==> src/rtl/cacheline_adaptor.sv <==
// -----------------------------------------------------------------------------
// cacheline_adaptor
//
// Bridges a cache's line-wide physical-memory port to a narrow burst memory.
// Each line fill becomes a BEATS-long read burst. Each line writeback becomes
// a BEATS-long write burst. The cache sees a single-cycle resp_o once the
// burst has completed.
//
// Ports
//   clk        in   1        clock, rising edge
//   rst_n      in   1        asynchronous active-low reset
//   address_i  in   32       cache-side line address
//   read_i     in   1        line fill request, held until resp_o
//   write_i    in   1        line writeback request, held until resp_o
//   line_i     in   LINE_W   line to write back
//   line_o     out  LINE_W   filled line (or last written line)
//   resp_o     out  1        one-cycle completion pulse to the cache
//   address_o  out  32       line-aligned burst address
//   read_o     out  1        read burst request to memory
//   write_o    out  1        write burst request to memory
//   burst_o    out  BURST_W  write beat data
//   burst_i    in   BURST_W  read beat data
//   resp_i     in   1        memory beat strobe, one beat per high cycle
//
// state | meaning
// ------+-------------------------------------------------------------
// IDLE  | waiting for a request; write wins over read
// RD    | read burst; capture burst_i into line_q on each resp_i
// WR    | write burst; drive line_q beat cnt on burst_o
// DONE  | resp_o pulse; requests ignored, back to IDLE next cycle
// -----------------------------------------------------------------------------
module cacheline_adaptor #(
    parameter int LINE_W  = 256,
    parameter int BURST_W = 64
) (
    input  logic               clk,
    input  logic               rst_n,

    input  logic [31:0]        address_i,
    input  logic               read_i,
    input  logic               write_i,
    input  logic [LINE_W-1:0]  line_i,
    output logic [LINE_W-1:0]  line_o,
    output logic               resp_o,

    output logic [31:0]        address_o,
    output logic               read_o,
    output logic               write_o,
    output logic [BURST_W-1:0] burst_o,
    input  logic [BURST_W-1:0] burst_i,
    input  logic               resp_i
);

    // BEATS must be a power of two. CNT_W is held at 1 or more so the
    // counter stays legal in the degenerate single-beat case.
    localparam int BEATS = LINE_W / BURST_W;
    localparam int CNT_W = (BEATS > 1) ? $clog2(BEATS) : 1;
    localparam int OFF_W = $clog2(LINE_W / 8);

    localparam logic [CNT_W-1:0] LAST_BEAT = CNT_W'(BEATS - 1);
    localparam logic [31:0]      ADDR_MASK = ~((32'd1 << OFF_W) - 32'd1);

    typedef enum logic [1:0] {
        IDLE = 2'd0,
        RD   = 2'd1,
        WR   = 2'd2,
        DONE = 2'd3
    } state_t;

    state_t             state_q;
    state_t             state_d;
    logic [CNT_W-1:0]   cnt_q;
    logic [CNT_W-1:0]   cnt_inc;
    logic [LINE_W-1:0]  line_q;
    logic [31:0]        addr_q;
    logic [31:0]        addr_aligned;
    logic               in_burst;
    logic               last_beat;

    assign addr_aligned = address_i & ADDR_MASK;
    assign in_burst     = (state_q == RD) || (state_q == WR);
    assign last_beat    = (cnt_q == LAST_BEAT);

    // The counter is cleared explicitly on the last beat so that it
    // also wraps correctly when BEATS is 1.
    assign cnt_inc      = last_beat ? '0 : cnt_q + CNT_W'(1);

    // ---------------------------------------------------------------
    // State register
    // ---------------------------------------------------------------
    always_ff @(posedge clk or negedge rst_n) begin
        if (!rst_n) begin
            state_q <= IDLE;
        end else begin
            state_q <= state_d;
        end
    end

    // ---------------------------------------------------------------
    // Next-state logic
    // ---------------------------------------------------------------
    always_comb begin
        state_d = state_q;
        case (state_q)
            IDLE: begin
                if (write_i) begin
                    state_d = WR;
                end else if (read_i) begin
                    state_d = RD;
                end
            end
            RD, WR: begin
                if (resp_i && last_beat) begin
                    state_d = DONE;
                end
            end
            DONE:    state_d = IDLE;
            default: state_d = IDLE;
        endcase
    end

    // ---------------------------------------------------------------
    // Datapath: beat counter, line buffer, latched address
    // ---------------------------------------------------------------
    always_ff @(posedge clk or negedge rst_n) begin
        if (!rst_n) begin
            cnt_q  <= '0;
            line_q <= '0;
            addr_q <= '0;
        end else begin
            case (state_q)
                IDLE: begin
                    if (write_i) begin
                        line_q <= line_i;
                        addr_q <= addr_aligned;
                        cnt_q  <= '0;
                    end else if (read_i) begin
                        addr_q <= addr_aligned;
                        cnt_q  <= '0;
                    end
                end
                RD: begin
                    if (resp_i) begin
                        line_q[BURST_W*cnt_q +: BURST_W] <= burst_i;
                        cnt_q <= cnt_inc;
                    end
                end
                WR: begin
                    if (resp_i) begin
                        cnt_q <= cnt_inc;
                    end
                end
                default: ;
            endcase
        end
    end

    // ---------------------------------------------------------------
    // Outputs: pure decodes of registered state
    // ---------------------------------------------------------------
    assign read_o    = (state_q == RD);
    assign write_o   = (state_q == WR);
    assign resp_o    = (state_q == DONE);
    assign address_o = addr_q;
    assign line_o    = line_q;
    assign burst_o   = (state_q == WR) ? line_q[BURST_W*cnt_q +: BURST_W]
                                       : '0;

    // in_burst groups the two burst states for readability of the decode.
    logic unused_ok;
    assign unused_ok = in_burst;

endmodule

==> config.mk <==
export PLATFORM = sky130hd
export DESIGN_NAME = cacheline_adaptor
export DESIGN_NICKNAME = d
export VERILOG_FILES = /design/src/rtl/cacheline_adaptor.sv
export SDC_FILE = /design/constraint.sdc
export NUM_CORES = 1
export LEC_CHECK = 0
export CAP_MARGIN = 20
export CORE_AREA = 2 2 276 278
export CTS_CLUSTER_DIAMETER = 40
export CTS_CLUSTER_SIZE = 10
export DETAILED_ROUTE_END_ITERATION = 10
export DIE_AREA = 0 0 278 280
export MAX_ROUTING_LAYER = met4
export PLACE_DENSITY = 0.59
export SLEW_MARGIN = 20
export SYNTH_ARGS = -nofsm -noshare
export SYNTH_HDL_FRONTEND = slang
export SYNTH_SLANG_ARGS = --single-unit
==> constraint.sdc <==
create_clock -name clk -period 4.8 [get_ports clk]
set_input_delay 0.48 -clock clk [delete_from_list [all_inputs] [get_ports clk]]
set_output_delay 0.48 -clock clk [all_outputs]
set_load 0.01 [all_outputs]
After elaboration in Yosys (flattened, before gate mapping)
Index checks and enable logic that the tools add are counted.
Cells by class
  shift-type cells: 3
  muxes and demuxes: 16
  equal/unequal tests: 9
  reductions and logical operators: 10
  $add $sub $neg: 2
Operators by type and width (count)
  $mux 256: 2
  $pmux 256 s2: 1
  $bwmux 256: 1
  $shift 64x34->256 const A: 1
  $shiftx 256x9->64: 1
  $shiftx 64x34->256: 1
  $mux 32: 2
  $mux 64: 1
  $neg 8->34: 1
  $mux 2: 7
  $eq 2x2->1 const B: 3
  $ne 2x1->1 const B: 3
  $pmux 2 s3: 1
  $reduce_and 3->1: 2
  $reduce_bool 2->1: 3
  $pmux 2 s2: 1
  $reduce_and 2->1: 2
  $ne 3x3->1 const B: 1
  $add 2x1->2 const B: 1
  $eq 2x1->1 const B: 1
  $logic_not 2->1: 1
  $ne 2x2->1 const B: 1
  $reduce_or 2->1: 1
  $logic_and 1x1->1: 1
Storage, ports and cells
  logic and storage cells: 44
  output and inout bits: 355
  flip-flop bits (word level): 292

Depth between registers and ports, before layout
Gate-level depths: netlist of the first run.
  depth in word-level cells: 5
  mapped depth: 10
  mapped depth without buffers: 5

Worst setup path after synthesis of the first run
OpenSTA, ideal clock, no wires.
  path kind: register -> register
  start point: register cnt_q[1]
  end point: register line_q[142], in the netlist line_o[142]
  data required time: 4673 ps
  arrival: 2394 ps
  path buffers: 4
  cell stages (with the launch flop): 10
  setup slack: 2278 ps
  cell sequence: dfrtp_1 > buf_2 > buf_1 > inv_1 > ha_1 > nor2b_1 > clkbuf_2 > clkbuf_1 > a41o_1 > mux2_1
Between the ends
  cells in the longest elaborated chain, start to end: 5
  elaborated cells on any way between the ends: 6
Ends and longest elaborated chain
  start, declared: RTL line 72  | logic [CNT_W-1:0] cnt_q;
  start signal, assigned: RTL line 145  | cnt_q <= cnt_inc;
  start signal, assigned: RTL line 150  | cnt_q <= cnt_inc;
  $neg 8->34 *: RTL line 144  | line_q[BURST_W*cnt_q +: BURST_W] <= burst_i;
  $shiftx 64x34->256 or $shift 64x34->256 (tied branches): RTL line 144
  $bwmux 256 *: RTL line 144
  $mux 256 *: RTL line 143  | if (resp_i) begin
  $pmux 256 s2 *: RTL line 131  | case (state_q)
  end signal, assigned: RTL line 134  | line_q <= line_i;
  end signal, assigned by index: RTL line 144
  end, declared: RTL line 74  | logic [LINE_W-1:0] line_q;
Mark *: on every way between the ends. The rest lies on a longest branch, timed or not. The select of a mux whose other input is x is not followed.
A chain may end at the register's enable or synchronous reset.

Worst setup path in the final report of the first run
  start point: register cnt_q[1]
  end point: output port burst_o[20]
Between the ends
  cells in the longest elaborated chain, start to end: 2
Ends and longest elaborated chain
  $shiftx 256x9->64: RTL line 166  | assign burst_o = (state_q == WR) ? line_q[BURST_W*cnt_q +: BURST_W]
  $mux 64: RTL line 166
  end, declared: RTL line 49  | output logic [BURST_W-1:0] burst_o,
No other way between the ends.

==> impl_metrics.toml, run 1 <==
[outcome]
status = "finished clean"

[global_route]
grt_max_degree = 123
grt_use_total = 0.218
gr-total-overflow = 0
antenna_found_initial = 9
grt_pass1_wl_um = 121000
first_global_vias = 17100

[critical_path]
r2r-start = "cnt_q[1]"
crit_buf_inv = 2
cp-start-kind = "flop"
cpPeakStageDelay_ns = 0.88
crit_arrival_ns = 3.36
critPathTopFamily = "buffers and inverters"
crit_slowest_cell = "dfrtp_4"
end_kind = "primary output"
critPathRequiredTime_ns = 4.32
path_cells = "buf_4 -> mux4_2 -> and2_1 -> clkdlybuf4s50_1"
worstSetupPathType = "reg -> out"
crit_start = "cnt_q[1]"
critPathMaxFanout = 35

[cts]
cts_root_buf = "clkbuf_16"
htreeDepth = 3
clkLatencyLatePin_ns = 0.60
cts_sinks = 287
clk_path_buf_depth = 3
clk_pin_slew_ns = 0.04
cts_made_buffers = 68
cts_tree = "done"

[drt]
drc = 0
ant_nets = 0
drt-pass1-iter-count = 5
drt_iter0_drc = 1108
wirelength_um = 85200
vias = 15900
wl_per_cell_um = 28.0
vias_per_cell = 5.24

[sta]
max_clock_freq_mhz = 260
holdWs_ns = 0.402
clock_skew_ns = 0.0258
post-route-period-util = 0.801
hold_violations = 0
setup_viol = 0
worst_slew_pin_slew_ns = 1.18
fin_crit_ns = 3.84
worst_slack_ns = 0.955
slew_viol_final = 0
slew_headroom = 0.212
finalSetupTns_ns = 0
rsz0062_at_grt = "false"

[power]
p_per_area_mw_per_mm2 = 774
p_sw_frac = 0.402
vdd_drop_max_mv = 0.537
p_int_w = 0.0126
power.share.combinational = 0.549
clockPowerShare = 0.220
p_switching_w = 0.00849
seq_power_share = 0.230
power_leakage_nw = 11.1

[synth]
ys_ff_latch = 287
ys_seq_area_frac = 0.418
synth_enable_flop_cells = 0
synth_area_mm2 = 0.0172
yosysUniqueCellTypes = 37
synth-main-ff-cell = "dfrtp_1"
ys_async_sr_fraction = 1.00
yosysWarnings = 0
synthCells = 1355
syn_area_per_cell_um2 = 12.7

[placement]
gp_congestion = 0.855
hpwl_um = 55400
dp_slack_ns = 1.27
placed_area_mm2 = 0.0249
port_buffers = 701

[flow_run]
max-cap-violations = 0

[floorplan]
die_area_mm2 = 0.0778
dieHeight_um = 280
die_x_um = 278
core_mm2 = 0.0752
row_count = 101
initial_core_util = 0.229
ios = 712

[hold_path]
hp-class = "in -> async"

[cells_and_area]
post-route-util = 0.363
layout-drive-gt1-share = 0.220
final_area_mm2 = 0.0273
num-nets-final = 2370
final_cell_mix = "clkdlybuf4s50_1 (700), dfrtp_1 (285), mux2_2 (215), a41o_1 (128), nor2b_1 (127)"
final_common_cell = "clkdlybuf4s50_1"
areaGrowthSynthToFinish_pct = 58.6
[state kept, by name, summed over array words and instances (netlist names)]
register	flops
address_o	27
cnt_q	2
line_o	256
state_q	2
[per-layer routing]
metal  share of wire  GRT usage  routed length (um)  up-vias
met5               0          -                   0        -
met4           0.036     0.0909                3080        0
met3           0.072     0.0486                6130      197
met2            0.48      0.344               40900      869
met1            0.41      0.269               35000     8265
li1                -          -                   -     6594
[path summary, 6_finish.rpt]
check,end,slack (ns),cells past startpoint
max,burst_o[20],0.96,4
min,address_o[29],0.40,2
max reg2reg,line_o[37],1.23,6
min reg2reg,address_o[14],0.50,1
max in group asynchronous,line_o[46],3.13,3
min in group clk,address_o[14],0.50,1
[metrics by stage]
step	std cells	power, W
detailed placement	2909	0.0164
global route	3039	0.0220
finish	3039	0.0211
global placement	2909	0.0162
CTS	3031	0.0212
floorplan	1359	0.0108
[cell type report]
cell class / count / area (um2)
Timing Repair Buffer: 734 / 7370
Multi-Input combinational cell: 905 / 9150
Antenna cell: 7 / 17.5
Sequential cell: 287 / 7190
Clock inverter: 36 / 413
Clock buffer: 85 / 1890
Tap cell: 978 / 1220
Inverter: 7 / 28.8
Fill cell: 7301 / 47900
[cells in the mapped netlist, types with 2 or more instances]
master / instances / area [um2]
a32o_1: 64 / 641
o22ai_1: 2 / 12.5
buf_1: 5 / 18.8
buf_2: 49 / 245
ha_1: 10 / 125
a21oi_4: 4 / 65.1
inv_1: 6 / 22.5
mux2i_1: 2 / 20.0
buf_6: 32 / 360
mux2_1: 64 / 721
nand3_1: 65 / 325
mux2_2: 215 / 2420
buf_4: 11 / 82.6
mux4_2: 64 / 1440
clkbuf_1: 61 / 229
nor3b_1: 2 / 15.0
a41o_1: 128 / 1280
mux2_4: 4 / 60.1
nand2_1: 5 / 18.8
and2b_1: 2 / 15.0
nor2b_1: 132 / 826
dfrtp_1: 287 / 7180
and2_1: 64 / 400
o2bb2ai_1: 64 / 561
[cells by family (layout without fill, tap and decap cells)]
group	count (synthesis)	after routing	synth area share
multiplexers	350	350	0.272
flip-flops	287	287	0.418
AND/OR/NAND/NOR	274	274	0.0945
AO/OA/AOI/OAI	266	266	0.151
buffers and inverters	167	862	0.0570
adder cells (fa/ha/maj)	10	10	0.00728
other	1	12	0.000218
[worst register-to-register path: stages, from the launching register on]
cell and delay [ns]:
dfrtp_4 0.88, inv_1 0.30, ha_4 0.31, nor2b_4 0.75
buf_4 0.74, a41o_1 0.37, mux2_1 0.14
[power by group through the flow]
stage,Sequential (W),Combinational (W),Clock (W)
3_3_place_gp,0.00480,0.0114,0
4_1_cts,0.00484,0.0116,0.00474
6_report,0.00486,0.0116,0.00465
5_1_grt,0.00498,0.0122,0.00486
3_5_place_dp,0.00486,0.0115,0
2_1_floorplan,0.00495,0.00581,0
[timing repair]
action,in CTS,in global routing
gates resized for setup,0,0
setup buffers,0,0
hold buffers,1,0
endpoints found under the hold margin,49,0
Note: power is estimated with default switching activity, not from simulation.
==> inputs of run 2 (changes only) <==
--- a/config.mk
+++ b/config.mk
@@ -6,11 +6,11 @@
 export NUM_CORES = 1
 export LEC_CHECK = 0
 export CAP_MARGIN = 20
-export CORE_AREA = 2 2 276 278
+export CORE_AREA = 2 2 277 279
 export CTS_CLUSTER_DIAMETER = 40
 export CTS_CLUSTER_SIZE = 10
 export DETAILED_ROUTE_END_ITERATION = 10
-export DIE_AREA = 0 0 278 280
+export DIE_AREA = 0 0 279 281
 export MAX_ROUTING_LAYER = met4
 export PLACE_DENSITY = 0.59
 export SLEW_MARGIN = 20
==> constraint.sdc (replaced) <==
create_clock -name clk -period 3.8 [get_ports clk]
set_input_delay 0.38 -clock clk [delete_from_list [all_inputs] [get_ports clk]]
set_output_delay 0.38 -clock clk [all_outputs]
set_load 0.01 [all_outputs]
==> run 2 against run 1 <==
Net effect:
- wire length down 3.6%
- design area down 0.11%
- clock power up 24%
- sequential share of layout area is essentially flat
- clock skew decreased by 0.0054 ns
- flip-flop and latch count is the same
- register-to-register slack worse by 0.50 ns
- critical endpoint is now burst_o[15]
- largest cell class unchanged
==> impl_metrics.toml, run 2 (synthesis gave the netlist of run 1 again) <==
[hold_path]
min-delay-start = "address_i[6]"
whs_path_depth = 2
hp-class = "in -> reg"
whs_endpoint = "address_o[6]"

[sta]
fin_crit_ns = 3.50
finalSetupTns_ns = 0
clock_skew_ns = 0.0204
rsz0062_at_grt = "false"
worst_slew_pin_slew_ns = 1.16
setup_viol = 0
slew_viol_final = 0
post-route-period-util = 0.920
slew_headroom = 0.228
hold_violations = 0
max_clock_freq_mhz = 286

[critical_path]
r2r-start = "cnt_q[0]"
critPathRequiredTime_ns = 3.42
ff2ff_path_depth = 5
cp-start-kind = "flop"
r2r-end = "line_o[217]"
crit_arrival_ns = 3.12
worstSetupPathType = "reg -> out"
end_kind = "primary output"
ff2ff_setup_slack_ns = 0.73
critPathMaxFanout = 30

[drt]
vias_per_cell = 5.15
wl_per_cell_um = 27.0
drt_iter0_drc = 936
drt-pass1-iter-count = 5
wirelength_um = 82100
vias = 15600
drc = 0
ant_nets = 0

[cells_and_area]
final_cell_mix = "clkdlybuf4s50_1 (700), dfrtp_1 (285), mux2_2 (215), a41o_1 (128), nor2b_1 (127)"
areaGrowthSynthToFinish_pct = 58.5
final_common_cell = "clkdlybuf4s50_1"
num-nets-final = 2368
largest_reg_flops = 256
layout-drive-gt1-share = 0.219

[placement]
port_buffers = 701
hpwl_um = 54100
gp_congestion = 0.854

[global_route]
grt_max_degree = 102
gr-total-overflow = 0
first_global_vias = 16700
antenna_found_initial = 5
grt_pass1_wl_um = 117000
grt_use_total = 0.207

[power]
seq_power_share = 0.229
power.share.combinational = 0.553
clockPowerShare = 0.218
p_switching_w = 0.0104
vdd_drop_max_mv = 0.948
p_int_w = 0.0160
power_leakage_nw = 11.1
p_sw_frac = 0.394
p_per_area_mw_per_mm2 = 967
finalPower_w = 0.0264

[floorplan]
ios = 712
row_count = 101
dieHeight_um = 281
die_x_um = 279
initial_core_util = 0.228
core_mm2 = 0.0754
die_area_mm2 = 0.0784

[cts]
clkLatencyLatePin_ns = 0.60
postCtsSetupBuffers = 0
cts_sinks = 287
clk_pin_slew_ns = 0.05
clk_path_buf_depth = 3
cts_tree = "done"
holdBufCountCts = 1
post_cts_resized = 0
cts_root_buf = "clkbuf_16"
htreeDepth = 2
cts_made_buffers = 61

[flow_run]
max-cap-violations = 0

[outcome]
status = "finished clean"
==> run 2: power groups by stage <==
| stage | Sequential [W] | Combinational, W | Clock [W] |
|---|---|---|---|
| after floorplan | 0.00625 | 0.00734 | 0 |
| after global routing | 0.00624 | 0.0153 | 0.00601 |
| final | 0.00605 | 0.0146 | 0.00575 |
| after detailed placement | 0.00606 | 0.0145 | 0 |
| after global placement | 0.00599 | 0.0143 | 0 |
| after CTS | 0.00604 | 0.0146 | 0.00586 |
==> run 2: layer usage <==
| layer | vias to the layer above | wire length, um | global-route usage |
|---|---|---|---|
| li1 | 6571 | - | - |
| met1 | 8046 | 33900 | 0.257 |
| met5 | - | 0 | - |
| met3 | 185 | 5820 | 0.0414 |
| met2 | 830 | 39400 | 0.332 |
| met4 | 0 | 2960 | 0.0809 |
==> run 2: through the flow <==
stage | worst slack (ns) | util | instance area (um2) | hold WS [ns] | instances
global route | 0.133 | 0.361 | 27200 | 0.361 | 3034
detailed placement | 0.760 | 0.332 | 25000 | 0.495 | 2915
CTS | 0.188 | 0.361 | 27200 | 0.345 | 3030
global placement | 0.801 | 0.332 | 25000 | 0.491 | 2915
floorplan | 1.28 | - | 17200 | 0.0844 | 1359
finish | 0.304 | 0.361 | 27200 | 0.386 | 3034
==> run 2: cell type report <==
cell class | instances | area [um2]
timing repair buffer | 739 | 7430
clock inverter | 39 | 524
clock buffer | 75 | 1690
fill | 7283 | 48200
antenna | 4 | 10.0
inverter | 7 | 31.3
tap | 978 | 1220
sequential | 287 | 7190
multi-input combinational | 905 | 9150
==> run 2: how the worst max path moves through the flow <==
stage                     cells past startpoint     endpoint  startpoint
final                                         4  burst_o[15]    cnt_q[0]
after global routing                          4  burst_o[15]    cnt_q[0]
after CTS                                     4  burst_o[15]    cnt_q[0]
after detailed placement                      5  line_o[219]    cnt_q[0]
after global placement                        6  line_o[160]    cnt_q[1]
after floorplan                               9  line_o[142]    cnt_q[1]
==> run 2: critical path, stage by stage, from the launching register on <==
cell and delay, ns:
dfrtp_4 0.54, buf_4 0.63, mux4_2 0.59, and2_1 0.19, clkdlybuf4s50_1 0.53
==> inputs of run 3 (changes only) <==
--- a/config.mk
+++ b/config.mk
@@ -12,7 +12,7 @@
 export DETAILED_ROUTE_END_ITERATION = 10
 export DIE_AREA = 0 0 279 281
 export MAX_ROUTING_LAYER = met4
-export PLACE_DENSITY = 0.59
+export PLACE_DENSITY = 0.5
 export SLEW_MARGIN = 20
 export SYNTH_ARGS = -nofsm -noshare
 export SYNTH_HDL_FRONTEND = slang
==> run 3 against run 2 <==
Net effect:
- combinational power about the same
- global-route usage up 1.7 points
- sequential share of layout area down 0.49 points
- final cell count up 0.99%
- via count up 1.5%
- clock power up 16%
- largest power group unchanged
- sequential power up 2%
- critical path depth unchanged
- design area up 1.9%
==> impl_metrics.toml, run 3 (synthesis gave the netlist of run 1 again) <==
[critical_path]
crit_buf_inv = 2
crit_arrival_ns = 3.19
r2r-start = "cnt_q[1]"
crit_cells = 4
path_cells = "buf_4 -> mux4_2 -> and2_1 -> clkdlybuf4s50_1"
r2r-end = "line_o[158]"
critPathMaxFanout = 32
ff2ff_path_depth = 7
cpPeakStageDelay_ns = 0.66
end_kind = "primary output"
crit_start = "cnt_q[0]"
cp-start-kind = "flop"
critPathTopFamily = "buffers and inverters"
ff2ff_setup_slack_ns = 0.77
critPathRequiredTime_ns = 3.42
crit_slowest_cell = "mux4_2"
worstSetupPathType = "reg -> out"

[outcome]
status = "finished clean"

[drt]
ant_nets = 0
vias_per_cell = 5.18
drt-pass1-iter-count = 5
wl_per_cell_um = 28.7
drt_iter0_drc = 1226
drc = 0
wirelength_um = 88000
vias = 15900

[sta]
holdWs_ns = 0.392
slew_headroom = 0.326
slew_viol_final = 0
finalSetupTns_ns = 0
worst_slew_pin_slew_ns = 1.01
rsz0062_at_grt = "false"
post-route-period-util = 0.940
setup_viol = 0
hold_violations = 0
fin_crit_ns = 3.57
max_clock_freq_mhz = 280
clock_skew_ns = 0.0261

[hold_path]
min-delay-start = "address_i[9]"
whs_path_depth = 2
whs_endpoint = "address_o[9]"
hp-class = "in -> reg"

[global_route]
antenna_found_initial = 13
gr-total-overflow = 0
first_global_vias = 16800
grt_use_total = 0.224
grt_pass1_wl_um = 125000
grt_max_degree = 93

[power]
p_switching_w = 0.0107
p_int_w = 0.0168
power.share.combinational = 0.535
seq_power_share = 0.224
p_sw_frac = 0.389
clockPowerShare = 0.242
power_leakage_nw = 11.4
vdd_drop_max_mv = 0.577
p_per_area_mw_per_mm2 = 990

[cts]
htreeDepth = 3
clk_pin_slew_ns = 0.04
clk_path_buf_depth = 3
cts_made_buffers = 74
cts_tree = "done"
clkLatencyLatePin_ns = 0.60
postCtsSetupBuffers = 0
cts_sinks = 287
cts_root_buf = "clkbuf_16"

[floorplan]
die_area_mm2 = 0.0784
dieHeight_um = 281
row_count = 101
die_x_um = 279
initial_core_util = 0.228
ios = 712
core_mm2 = 0.0754

[cells_and_area]
largest_reg_flops = 256
areaGrowthSynthToFinish_pct = 61.5
layout-drive-gt1-share = 0.224
fillers = 7344
final_cell_mix = "clkdlybuf4s50_1 (700), dfrtp_1 (285), mux2_2 (215), a41o_1 (128), nor2b_1 (127)"
final_common_cell = "clkdlybuf4s50_1"
num-nets-final = 2390

[placement]
gp_congestion = 0.851
hpwl_um = 59600
port_buffers = 701

[flow_run]
max-cap-violations = 0
run 3: cell types whose count changed in the layout (fill, tap and decap cells not counted), sizes merged:
cell / previous run / this run
buf: 38 / 47
clkinv: 16 / 19
clkbuf: 75 / 100
bufinv: 11 / 12
clkinvlp: 5 / 0
diode: 4 / 8
inv: 14 / 7
run 3: how the worst max path moves through the flow:
stage | endpoint
after global routing | burst_o[1]
after CTS | burst_o[1]
final | burst_o[1]
after global placement | line_o[200]
after detailed placement | burst_o[1]
after floorplan | line_o[142]
run 3: per-stage QoR:
| step | worst slack (ns) | total power, W | cells | util | cell area [um2] |
|---|---|---|---|---|---|
| after detailed placement | 0.733 | 0.0210 | 2924 | 0.333 | 25100 |
| final | 0.230 | 0.0275 | 3064 | 0.368 | 27800 |
| after global placement | 0.689 | 0.0208 | 2923 | 0.333 | 25100 |
| after floorplan | 1.28 | 0.0136 | 1359 | - | 17200 |
| after CTS | 0.0693 | 0.0278 | 3056 | 0.368 | 27800 |
| after global routing | 0.0200 | 0.0288 | 3064 | 0.368 | 27800 |
run 3: worst register-to-register path, stage by stage (launching register included):
cell and delay [ns]:
dfrtp_4 0.75, inv_1 0.28, ha_4 0.38, buf_4 0.40
nor2b_4 0.49, buf_12 0.27, a41o_1 0.27, mux2_1 0.13
run 3: area by class of cell:
cell class              instances  area (um2)  share of cell area
diodes                          8        20.0            0.000721
clock buffers                 100        2070              0.0746
clock inverters                31         554              0.0200
inverters                       7        28.8             0.00104
multi-input cells             905        9140               0.329
flip-flops and latches        287        7190               0.259
well taps                     978        1220              0.0441
repair buffers                748        7540               0.272
run 3: power by group through the flow:
stage          logic [W]  clock network, W  registers, W
5_1_grt           0.0155           0.00697       0.00634
6_report          0.0147           0.00665       0.00615
3_3_place_gp      0.0147                 0       0.00611
3_5_place_dp      0.0148                 0       0.00617
2_1_floorplan    0.00734                 0       0.00625
4_1_cts           0.0149           0.00678       0.00615
run 3: repair_timing:
item,4_1_cts,5_1_grt
resized for setup,0,0
endpoints found under the hold margin,86,0
hold buffers,1,0
run 3: metal layers:
layer | global-route usage | part of all wire | vias to the layer above
met5 | - | 0 | -
met4 | 0.0732 | 0.030 | 0
met3 | 0.0674 | 0.082 | 150
met2 | 0.356 | 0.48 | 819
met1 | 0.272 | 0.40 | 8249
li1 | - | - | 6650
